`src/rtl/motor_reg_bank.sv`:
```
// motor_reg_bank
// Register bank and address decoder between the host byte bus and the
// swerve drive, swerve rotation and servo control outputs.
//
// Ports:
//   clock, reset         single clock, synchronous active-high reset
//   address, write_en,   host byte bus; one write per cycle, writes land on
//   wr_data, read_en     the edge where write_en is high
//   rd_data, rd_valid    registered read data, valid one cycle after read_en
//   fault, adc_temp,     per-channel fault and temperature inputs
//   current_angle        rotation channel angle inputs
//   brake, enable,       per-channel motor controls decoded from CONTROL
//   direction, pwm
//   target_angle         rotation channel target angles
//   servo_position       servo position registers
//   fault_any            registered OR of sticky fault bits
//   wdog_tripped         host-silence watchdog trip flag
//
// Address map: 0x00 ID, 0x01..0x03 CONTROL broadcasts (all / rotation /
// drive), 0x04 GLOBAL_STATUS, channel c at 0x08+4c (CONTROL, STATUS,
// TARG_ANG, CURR_ANG), servo s at 0x08+4*NCH+s.
//
// Build option: define MOTOR_REG_BANK_WDOG_EN to include the host-silence
// watchdog. Without it GLOBAL_STATUS bit0 reads 0 and wdog_tripped is 0.

module motor_reg_bank #(
    parameter int         NUM_DRIVE   = 4,
    parameter int         NUM_ROT     = 4,
    parameter int         NUM_SERVO   = 4,
    parameter int         ADDR_W      = 6,
    parameter logic [7:0] BLOCK_ID    = 8'hA5,
    parameter int         WDOG_CYCLES = 1000000
) (
    input  logic                                clock,
    input  logic                                reset,
    input  logic [ADDR_W-1:0]                   address,
    input  logic                                write_en,
    input  logic [7:0]                          wr_data,
    input  logic                                read_en,
    output logic [7:0]                          rd_data,
    output logic                                rd_valid,
    input  logic [NUM_DRIVE+NUM_ROT-1:0]        fault,
    input  logic [7*(NUM_DRIVE+NUM_ROT)-1:0]    adc_temp,
    input  logic [8*NUM_ROT-1:0]                current_angle,
    output logic [NUM_DRIVE+NUM_ROT-1:0]        brake,
    output logic [NUM_DRIVE+NUM_ROT-1:0]        enable,
    output logic [NUM_DRIVE+NUM_ROT-1:0]        direction,
    output logic [5*(NUM_DRIVE+NUM_ROT)-1:0]    pwm,
    output logic [8*NUM_ROT-1:0]                target_angle,
    output logic [8*NUM_SERVO-1:0]              servo_position,
    output logic                                fault_any,
    output logic                                wdog_tripped
);

    localparam int NCH        = NUM_DRIVE + NUM_ROT;
    localparam int SERVO_BASE = 8 + 4 * NCH;

    localparam logic [ADDR_W-1:0] ADDR_ID     = ADDR_W'(0);
    localparam logic [ADDR_W-1:0] ADDR_BC_ALL = ADDR_W'(1);
    localparam logic [ADDR_W-1:0] ADDR_BC_ROT = ADDR_W'(2);
    localparam logic [ADDR_W-1:0] ADDR_BC_DRV = ADDR_W'(3);
    localparam logic [ADDR_W-1:0] ADDR_GSTAT  = ADDR_W'(4);

    // Elaboration-time sanity checks on the configuration.
    if (WDOG_CYCLES < 2) begin : g_bad_wdog
        $error("motor_reg_bank: WDOG_CYCLES must be at least 2");
    end
    if (SERVO_BASE + NUM_SERVO > (1 << ADDR_W)) begin : g_bad_addr_w
        $error("motor_reg_bank: ADDR_W too narrow for the register map");
    end

    // Flattened register views used by the read mux.
    logic [8*NCH-1:0]       ctrl_vec;
    logic [8*NCH-1:0]       status_vec;
    logic [NCH-1:0]         sticky_vec;
    logic [8*NUM_ROT-1:0]   targ_vec;
    logic [8*NUM_ROT-1:0]   curr_vec;
    logic [8*NUM_SERVO-1:0] servo_vec;

    // High while the watchdog counter sits at its terminal count.
    logic wdog_hit;

    // ------------------------------------------------------------------
    // Per-channel CONTROL, sticky fault and temperature sample
    // ------------------------------------------------------------------
    for (genvar gi = 0; gi < NCH; gi++) begin : g_ch
        localparam logic [ADDR_W-1:0] ADDR_CTRL = ADDR_W'(8 + 4 * gi);
        localparam logic [ADDR_W-1:0] ADDR_STAT = ADDR_W'(9 + 4 * gi);
        localparam bit                IS_ROT    = (gi >= NUM_DRIVE);

        logic [7:0] ctrl_q, ctrl_d;
        logic       sticky_q, sticky_d;
        logic [6:0] temp_q, temp_d;
        logic       ctrl_hit;
        logic       sticky_clr;

        always_comb begin
            ctrl_hit = (address == ADDR_CTRL) || (address == ADDR_BC_ALL) ||
                       (IS_ROT ? (address == ADDR_BC_ROT) : (address == ADDR_BC_DRV));
            ctrl_d = ctrl_q;
            if (write_en && ctrl_hit) begin
                ctrl_d = wr_data;
            end
            // Watchdog enable clear overrides a host write in the same cycle;
            // the other CONTROL bits still take the written value.
            if (wdog_hit) begin
                ctrl_d[6] = 1'b0;
            end

            // A new fault in the same cycle as a clear keeps the bit set.
            sticky_clr = write_en && (address == ADDR_STAT) && wr_data[7];
            sticky_d   = fault[gi] | (sticky_q & ~sticky_clr);

            temp_d = adc_temp[7*gi +: 7];
        end

        always_ff @(posedge clock) begin
            if (reset) begin
                ctrl_q   <= '0;
                sticky_q <= 1'b0;
                temp_q   <= '0;
            end else begin
                ctrl_q   <= ctrl_d;
                sticky_q <= sticky_d;
                temp_q   <= temp_d;
            end
        end

        assign brake[gi]             = ctrl_q[7];
        assign enable[gi]            = ctrl_q[6];
        assign direction[gi]         = ctrl_q[5];
        assign pwm[5*gi +: 5]        = ctrl_q[4:0];
        assign ctrl_vec[8*gi +: 8]   = ctrl_q;
        assign status_vec[8*gi +: 8] = {sticky_q, temp_q};
        assign sticky_vec[gi]        = sticky_q;
    end

    // ------------------------------------------------------------------
    // Rotation channels: target and current angle
    // ------------------------------------------------------------------
    for (genvar gi = 0; gi < NUM_ROT; gi++) begin : g_rot
        localparam logic [ADDR_W-1:0] ADDR_TARG = ADDR_W'(8 + 4 * (NUM_DRIVE + gi) + 2);

        logic [7:0] targ_q, targ_d;
        logic [7:0] curr_q, curr_d;

        always_comb begin
            targ_d = targ_q;
            if (write_en && (address == ADDR_TARG)) begin
                targ_d = wr_data;
            end
            curr_d = current_angle[8*gi +: 8];
        end

        always_ff @(posedge clock) begin
            if (reset) begin
                targ_q <= '0;
                curr_q <= '0;
            end else begin
                targ_q <= targ_d;
                curr_q <= curr_d;
            end
        end

        assign target_angle[8*gi +: 8] = targ_q;
        assign targ_vec[8*gi +: 8]     = targ_q;
        assign curr_vec[8*gi +: 8]     = curr_q;
    end

    // ------------------------------------------------------------------
    // Servo position registers
    // ------------------------------------------------------------------
    for (genvar gi = 0; gi < NUM_SERVO; gi++) begin : g_servo
        localparam logic [ADDR_W-1:0] ADDR_SERVO = ADDR_W'(SERVO_BASE + gi);

        logic [7:0] servo_q, servo_d;

        always_comb begin
            servo_d = servo_q;
            if (write_en && (address == ADDR_SERVO)) begin
                servo_d = wr_data;
            end
        end

        always_ff @(posedge clock) begin
            if (reset) begin
                servo_q <= '0;
            end else begin
                servo_q <= servo_d;
            end
        end

        assign servo_position[8*gi +: 8] = servo_q;
        assign servo_vec[8*gi +: 8]      = servo_q;
    end

    // ------------------------------------------------------------------
    // Host-silence watchdog
    // ------------------------------------------------------------------
`ifdef MOTOR_REG_BANK_WDOG_EN
    localparam int               CNT_W   = $clog2(WDOG_CYCLES);
    localparam logic [CNT_W-1:0] CNT_MAX = CNT_W'(WDOG_CYCLES - 1);

    logic [CNT_W-1:0] wdog_cnt_q, wdog_cnt_d;
    logic             wdog_trip_q, wdog_trip_d;

    assign wdog_hit = (wdog_cnt_q == CNT_MAX);

    always_comb begin
        wdog_cnt_d = wdog_cnt_q;
        if (write_en) begin
            wdog_cnt_d = '0;
        end else if (!wdog_hit) begin
            wdog_cnt_d = wdog_cnt_q + CNT_W'(1);
        end

        // The W1C write also reloads the counter, so letting the clear win
        // here means the flag really drops even if the count was saturated.
        wdog_trip_d = wdog_trip_q | wdog_hit;
        if (write_en && (address == ADDR_GSTAT) && wr_data[0]) begin
            wdog_trip_d = 1'b0;
        end
    end

    always_ff @(posedge clock) begin
        if (reset) begin
            wdog_cnt_q  <= '0;
            wdog_trip_q <= 1'b0;
        end else begin
            wdog_cnt_q  <= wdog_cnt_d;
            wdog_trip_q <= wdog_trip_d;
        end
    end

    assign wdog_tripped = wdog_trip_q;
`else
    assign wdog_hit     = 1'b0;
    assign wdog_tripped = 1'b0;
`endif

    // ------------------------------------------------------------------
    // fault_any, read mux and registered read port
    // ------------------------------------------------------------------
    logic       fault_any_q, fault_any_d;
    logic [7:0] rd_data_q, rd_data_d;
    logic       rd_valid_q, rd_valid_d;
    logic [7:0] rd_mux;

    // Reads see register state from before this cycle's write.
    always_comb begin
        rd_mux = 8'h00;
        if (address == ADDR_ID) begin
            rd_mux = BLOCK_ID;
        end else if (address == ADDR_GSTAT) begin
            rd_mux = {6'b0, fault_any_q, wdog_tripped};
        end
        for (int c = 0; c < NCH; c++) begin
            if (address == ADDR_W'(8 + 4 * c)) rd_mux = ctrl_vec[8*c +: 8];
            if (address == ADDR_W'(9 + 4 * c)) rd_mux = status_vec[8*c +: 8];
        end
        for (int r = 0; r < NUM_ROT; r++) begin
            if (address == ADDR_W'(8 + 4 * (NUM_DRIVE + r) + 2)) rd_mux = targ_vec[8*r +: 8];
            if (address == ADDR_W'(8 + 4 * (NUM_DRIVE + r) + 3)) rd_mux = curr_vec[8*r +: 8];
        end
        for (int s = 0; s < NUM_SERVO; s++) begin
            if (address == ADDR_W'(SERVO_BASE + s)) rd_mux = servo_vec[8*s +: 8];
        end

        fault_any_d = |sticky_vec;
        rd_valid_d  = read_en;
        rd_data_d   = read_en ? rd_mux : rd_data_q;
    end

    always_ff @(posedge clock) begin
        if (reset) begin
            fault_any_q <= 1'b0;
            rd_data_q   <= '0;
            rd_valid_q  <= 1'b0;
        end else begin
            fault_any_q <= fault_any_d;
            rd_data_q   <= rd_data_d;
            rd_valid_q  <= rd_valid_d;
        end
    end

    assign fault_any = fault_any_q;
    assign rd_data   = rd_data_q;
    assign rd_valid  = rd_valid_q;

endmodule

```
`config.mk`:
```
export PLATFORM = sky130hd
export DESIGN_NAME = motor_reg_bank
export DESIGN_NICKNAME = d
export VERILOG_FILES = /design/src/rtl/motor_reg_bank.sv
export SDC_FILE = /design/constraint.sdc
export NUM_CORES = 1
export LEC_CHECK = 0
export CELL_PAD_IN_SITES_DETAIL_PLACEMENT = 1
export CELL_PAD_IN_SITES_GLOBAL_PLACEMENT = 1
export CORE_ASPECT_RATIO = 0.7
export CORE_MARGIN = 10
export CORE_UTILIZATION = 37
export DETAILED_ROUTE_END_ITERATION = 7
export MAX_ROUTING_LAYER = met4
export PLACE_DENSITY = 0.85
export SYNTH_ARGS = -nofsm -noshare
export SYNTH_HDL_FRONTEND = slang
export SYNTH_SLANG_ARGS = --single-unit
```
`constraint.sdc`:
```
create_clock -name clock -period 2.7 [get_ports clock]
set_clock_uncertainty 0.2 [all_clocks]
set_input_delay 0.405 -clock clock [delete_from_list [all_inputs] [get_ports clock]]
set_output_delay 0.405 -clock clock [all_outputs]
set_load 0.005 [all_outputs]
```
Word-level counts from Yosys, hierarchy flattened
Index checks and enable logic that the tools add are counted.
Widths: inputs -> output; s select.

storage, ports and cells
  bits in read-only memories = 0
  flip-flop bits (word level) = 234
  input port bits = 114
  latch bits = 0
  output and inout port bits = 139
  bits in writable memories = 0
  memories kept = 0

operators by class
  reduce and logical (&&, ||, !) cells = 50
  muxes and demuxes = 30
  divide/modulo/power cells = 0
  $add $sub $neg = 0
  multiply operators = 0
  magnitude comparators = 0
  equality and inequality tests = 32
  bitwise gates (word level) = 24
  shift operators = 0

operator list
  cell                count
  $mux 8              29
  $eq 6x5->1 const B  12
  $eq 6x6->1 const B  12
  $logic_and 1x1->1   32
  $eq 6x4->1 const B  4
  $logic_or 1x1->1    16
  $eq 6x2->1 const B  2
  $and 1x1->1         8
  $not 1->1           8
  $or 1x1->1          8
  $reduce_or 8->1     1
  $eq 6x1->1 const B  1
  $eq 6x3->1 const B  1
  $logic_not 6->1     1
  $mux 2              1

Longest topological paths before layout
Gate-level depths: netlist of run 1.

  depth in word-level cells = 31
  mapped depth = 10
  depth with buffers taken out = 8

Worst setup path before layout of run 1
OpenSTA, ideal clock, no wires.

  path kind = in2reg
  start point = input address[3]
  end point = register rd_data_q[1], in the netlist rd_data[1]
  required time = 2382 ps
  slack = 399 ps
  buffers on the path = 3
  setup time = 118 ps
  cell stages on the path = 10
  data arrival time = 1983 ps
  cell sequence = clkbuf_2 > buf_4 > nor4b_4 > buf_2 > nand2_1 > o21ai_0 > nor2_1 > a2111oi_0 > o32a_1 > o21ai_1

between the ends
  longest elaborated chain between the ends = 31
  elaborated cells between the ends (all ways) = 60
  classes of those cells = eq/ne (29); mux (30); reduce/logical (1)

ends and longest elaborated chain
  item                    RTL line  RTL
  start: declaration      36        input logic [ADDR_W-1:0] address,
  $eq 6x3->1              254       end else if (address == ADDR_GSTAT) begin
  $mux 2                  254
  $mux 8                  252       if (address == ADDR_ID) begin
  $mux 8                  258       if (address == ADDR_W'(8 + 4 * c)) rd_mux = ctrl_vec[8*c +: 8];
  $mux 8                  259       if (address == ADDR_W'(9 + 4 * c)) rd_mux = status_vec[8*c +: 8];
  $mux 8                  258
  $mux 8                  259
  $mux 8                  258
  [13 not listed]         --
  $mux 8                  262       if (address == ADDR_W'(8 + 4 * (NUM_DRIVE + r) + 2)) rd_mux = targ_vec[8*r +: 8];
  $mux 8                  263       if (address == ADDR_W'(8 + 4 * (NUM_DRIVE + r) + 3)) rd_mux = curr_vec[8*r +: 8];
  $mux 8                  262
  $mux 8                  263
  $mux 8                  262
  $mux 8                  263
  $mux 8 (3 in a row)     266       if (address == ADDR_W'(SERVO_BASE + s)) rd_mux = servo_vec[8*s +: 8];
  $mux 8 (*)              266
  end signal: assignment  281       rd_data_q <= rd_data_d;
  end: declaration        245       logic [7:0] rd_data_q, rd_data_d;

Every way passes the cells marked *; elsewhere a longest branch is shown, timed or not.
A chain may end at the register's enable or synchronous reset.

Worst setup path in the final report of run 1
  start point = input address[0]
  end point = register rd_data_q[6], in the netlist rd_data[6]

between the ends
  longest elaborated chain between the ends = 29
  elaborated cells between the ends (all ways) = 56
  classes of those cells = eq/ne (28); mux (28)

ends and longest elaborated chain
  item                 RTL line
  $eq 6x4->1           258
  $mux 8               258
  $mux 8               259
  $mux 8               258
  $mux 8               259
  $mux 8               258
  $mux 8               259
  $mux 8               258
  [11 not listed]      --
  $mux 8               262
  $mux 8               263
  $mux 8               262
  $mux 8               263
  $mux 8               262
  $mux 8               263
  $mux 8 (3 in a row)  266
  $mux 8 (*)           266

Marks and branches as above.

==> flow_summary.rst, run 1 <==
.. list-table::
   :header-rows: 1

   * - Metric
     - Value
   * - Number of clock sinks
     - 234
   * - Starting utilization of the core area
     - 0.379
   * - Count of different cell masters after synthesis
     - 80
   * - Sum Neg Setup Slack
     - 0 ns
   * - Max Fanout on Critical Path
     - 13
   * - Worst-case clock buffer depth
     - 3
   * - Area overhead of the layout relative to synthesis
     - 49.0%
   * - Worst path cell trace
     - buf_2 > nand2b_1 > nor2_1 > a221o_1 > nor4b_2 > a21oi_1 > o211ai_1 > nand2_1
   * - Input/output buffers
     - between 200 and 300
   * - Average cell area after synthesis
     - 8.71 µm²
   * - CP arrival
     - 2.64 ns
   * - Maximum Capacitance Violations
     - 0
   * - Synthesis warning total
     - 0
   * - Number of global-route vias before repair
     - 11.2k
   * - Number of pins with negative max-slew slack in the final report
     - 0
   * - Remaining global-route overflow
     - 0
   * - Type of the worst min-delay path
     - in2reg
   * - Number of enable-type register cells in the synthesized netlist
     - 0
   * - Primary flip-flop cell chosen by synthesis mapping
     - sky130_fd_sc_hd__dfxtp_1
   * - Average wire per standard cell
     - approximately 26 µm
   * - Most common cell after layout, fill and taps aside
     - sky130_fd_sc_hd__clkdlybuf4s50_1
   * - Worst Path Class, Setup
     - in2reg
   * - Placeable core region
     - 0.0270 mm²
   * - Filler cells
     - roughly 3.1k
   * - Final period util
     - 0.899
   * - Combined area of all synthesized cells
     - slightly above 0.01 mm²
   * - Register bit total from synthesis
     - approximately 230
   * - Weighted congestion at the end of routability-driven global placement
     - slightly below 1
   * - Avg Vias per Cell
     - around 5.6
   * - Number of violations reported at the end of detailed-routing iteration 0
     - between 1k and 1.5k
   * - Tot GR Track Use
     - 0.289
   * - Crit. End Element
     - flip-flop
   * - Final number of hold-violating endpoints
     - 0
   * - Cell total after placement
     - approximately 1.9k
   * - Transition time at the pin with the least slew margin
     - slightly above 0.9 ns
   * - Root cell of the clock tree
     - sky130_fd_sc_hd__clkbuf_16
   * - Pre-antenna DRT Iters
     - 7
   * - Unrepaired setup endpoints after global routing
     - no
   * - Required time at the endpoint of the critical path
     - between 2 and 3 ns
   * - Die Outline Area
     - roughly 0.035 mm²
   * - Power per standard cell area
     - about 530 mW/mm²
   * - Cell count after synthesis
     - between 1k and 1.5k
   * - Layout cell share with drive strength beyond 1
     - 0.167
   * - Crit path max-delay cell type
     - sky130_fd_sc_hd__nand2b_1
   * - Maximum level of the CTS H-tree
     - 1
   * - Syn Nets
     - between 1k and 1.5k
   * - Worst-path clk slew
     - about 0.070 ns
   * - Vias
     - ~11k
   * - Layout Cells excl Fill
     - approximately 1.9k
   * - Leakage dissipation
     - around 0.006 µW
   * - Final setup violation count
     - 0
   * - Status
     - finished clean
   * - CTS buffer count
     - 23
   * - Boundary Pins
     - 253
   * - Post-layout nets
     - about 1.7k
   * - Leading cell types in the layout, fill and taps excluded
     - 243 x sky130_fd_sc_hd__clkdlybuf4s50_1, 234 x sky130_fd_sc_hd__dfxtp_1, 176 x sky130_fd_sc_hd__buf_4
   * - Clock period minus final worst setup slack
     - about 2.4 ns
   * - CTS tree
     - yes
   * - Portion of the post-synthesis area used by sequential elements
     - 0.459
   * - Tightest slew margin relative to the limit
     - 0.390
   * - Dpl hpwl
     - a little under 40,000 µm
   * - Die width
     - 219 µm
   * - First-pass GRT wire length
     - roughly 74,000 µm
   * - Launching element type of the critical path
     - input pin
   * - Die height
     - between 150 and 200 µm
   * - Share of flip-flops with an asynchronous set or reset after synthesis
     - 0
   * - Highest ir drop seen on vdd
     - a little over 0.0004 V
   * - Floorplan row count
     - 50
   * - Initial antenna violation count
     - 1
   * - Routed wire length
     - between 50,000 and 60,000 µm
   * - Maximum number of pins on one net before global-route repair
     - between 150 and 200
   * - Maximum cell stage delay along the critical path
     - 0.43 ns
   * - Post-route ant nets
     - 0
   * - Clock latency on the worst-skew pair
     - between 0.5 and 0.6 ns
   * - Highest achievable clock rate
     - between 400 and 500 MHz
   * - Number of hold buffers added after cts
     - 0
   * - DRC errors left
     - 0
   * - ANT cells
     - 0
-- layout make-up --
cell class	count	area [µm²]	area share
Timing Repair Buffer	440	4100	0.270
Multi-Input combinational cell	833	5090	0.335
Tap cell	364	455	0.0300
Sequential cell	234	4680	0.308
Clock buffer	32	679	0.0447
Inverter	11	41.3	0.00272
Clock inverter	9	151	0.00996
-- per-layer routing --
layer,up-vias,GRT usage,part of all wire
met1,5326,0.397,0.46
li1,4892,-,-
met4,0,0.0526,0.016
met5,-,-,0
met3,63,0.0749,0.091
met2,488,0.420,0.44
-- critical path, delay by kind of cell --
kind / cells / cell delay [ns]
AO/OA/AOI/OAI: 3 / 0.89
buffers and inverters: 1 / 0.32
AND/OR/NAND/NOR: 4 / 1.02
-- cell usage after synthesis, types with 5 or more instances --
library cell | number | area share
sky130_fd_sc_hd__a211oi_1 | 6 | 0.0044
sky130_fd_sc_hd__a21oi_1 | 96 | 0.047
sky130_fd_sc_hd__a221o_1 | 7 | 0.0069
sky130_fd_sc_hd__a221oi_1 | 18 | 0.015
sky130_fd_sc_hd__a22o_1 | 6 | 0.0051
sky130_fd_sc_hd__a22oi_1 | 11 | 0.0081
sky130_fd_sc_hd__and2_1 | 5 | 0.0031
sky130_fd_sc_hd__and3_1 | 6 | 0.0037
sky130_fd_sc_hd__buf_1 | 7 | 0.0026
sky130_fd_sc_hd__buf_2 | 23 | 0.011
sky130_fd_sc_hd__buf_4 | 6 | 0.0044
sky130_fd_sc_hd__clkbuf_1 | 55 | 0.020
sky130_fd_sc_hd__dfxtp_1 | 234 | 0.46
sky130_fd_sc_hd__inv_1 | 10 | 0.0037
sky130_fd_sc_hd__mux2i_1 | 79 | 0.077
sky130_fd_sc_hd__nand2_1 | 109 | 0.040
sky130_fd_sc_hd__nand3_1 | 85 | 0.042
sky130_fd_sc_hd__nand4_1 | 7 | 0.0043
sky130_fd_sc_hd__nor2_1 | 128 | 0.047
sky130_fd_sc_hd__nor2b_1 | 95 | 0.058
sky130_fd_sc_hd__nor3_1 | 13 | 0.0064
sky130_fd_sc_hd__nor4_1 | 5 | 0.0031
sky130_fd_sc_hd__o21ai_0 | 33 | 0.016
sky130_fd_sc_hd__o21ai_2 | 7 | 0.0060
sky130_fd_sc_hd__o22ai_1 | 18 | 0.011
-- worst paths after layout --
| kind | startpoint | to | slack, ns | cells after the start |
|---|---|---|---|---|
| max | address[0] | rd_data[6] | 0.27 | 8 |
| min | adc_temp[41] | g_ch[5].temp_q[6] | 0.22 | 2 |
| max reg2reg | fault_any | rd_data[1] | 0.31 | 9 |
| min reg2reg | g_servo[1].servo_q[6] | g_servo[1].servo_q[6] | 0.29 | 2 |
-- report_power, final --
group / internal, µW / switching [µW] / leakage, µW / total [µW]
sequential: 3560 / 90.7 / 0.00191 / 3650
combinational: 428 / 441 / 0.00384 / 869
clock: 2140 / 1420 / 0.000409 / 3560
-- logic make-up (layout without fill, tap and decap cells) --
logic type,after synthesis,after routing,synth area share
simple gates,492,492,0.248
compound gates,257,257,0.165
flops,234,234,0.459
buf+inv,105,492,0.0452
mux,82,82,0.0819
other cells,1,1,0.000367
xor+xnor,1,1,0.000858
-- stage by stage --
step	area, µm²	hold slack [ns]	setup slack (ns)	utilization	total power, µW
finish	15200	0.221	0.272	0.564	8080
detailed placement	14300	0.267	-0.519	0.529	4550
global placement	14300	0.261	-0.555	0.529	4540
floorplan	10200	0.262	0.399	-	4020
global route	15200	0.204	0.135	0.564	8330
CTS	15100	0.208	0.0121	0.559	8090
-- repair_timing --
item                       in CTS  in global routing
gates resized for setup         0                 10
setup endpoints to repair       0                  2
buffers inserted                0                  4
-- flip-flops by register name (all words and copies together) (netlist names) --
signal / count
g_ch.ctrl_q: 64
g_ch.temp_q: 56
g_rot.curr_q: 32
g_rot.targ_q: 32
g_servo.servo_q: 32
g_ch.sticky_q: 8
rd_data: 8
fault_any: 1
rd_valid: 1
No activity file was read; power rests on OpenSTA's default activity.
==> inputs of run 2 (changes only) <==
- SLEW_MARGIN: default -> 15
==> results of run 2 <==
The final DEF is identical to that of run 1; final timing and power are the same.
==> inputs of run 3 (changes only) <==
- ABC_CLOCK_PERIOD_IN_PS: default -> 2700
==> results of run 3 <==
The final DEF is identical to that of run 1; final timing and power are the same.
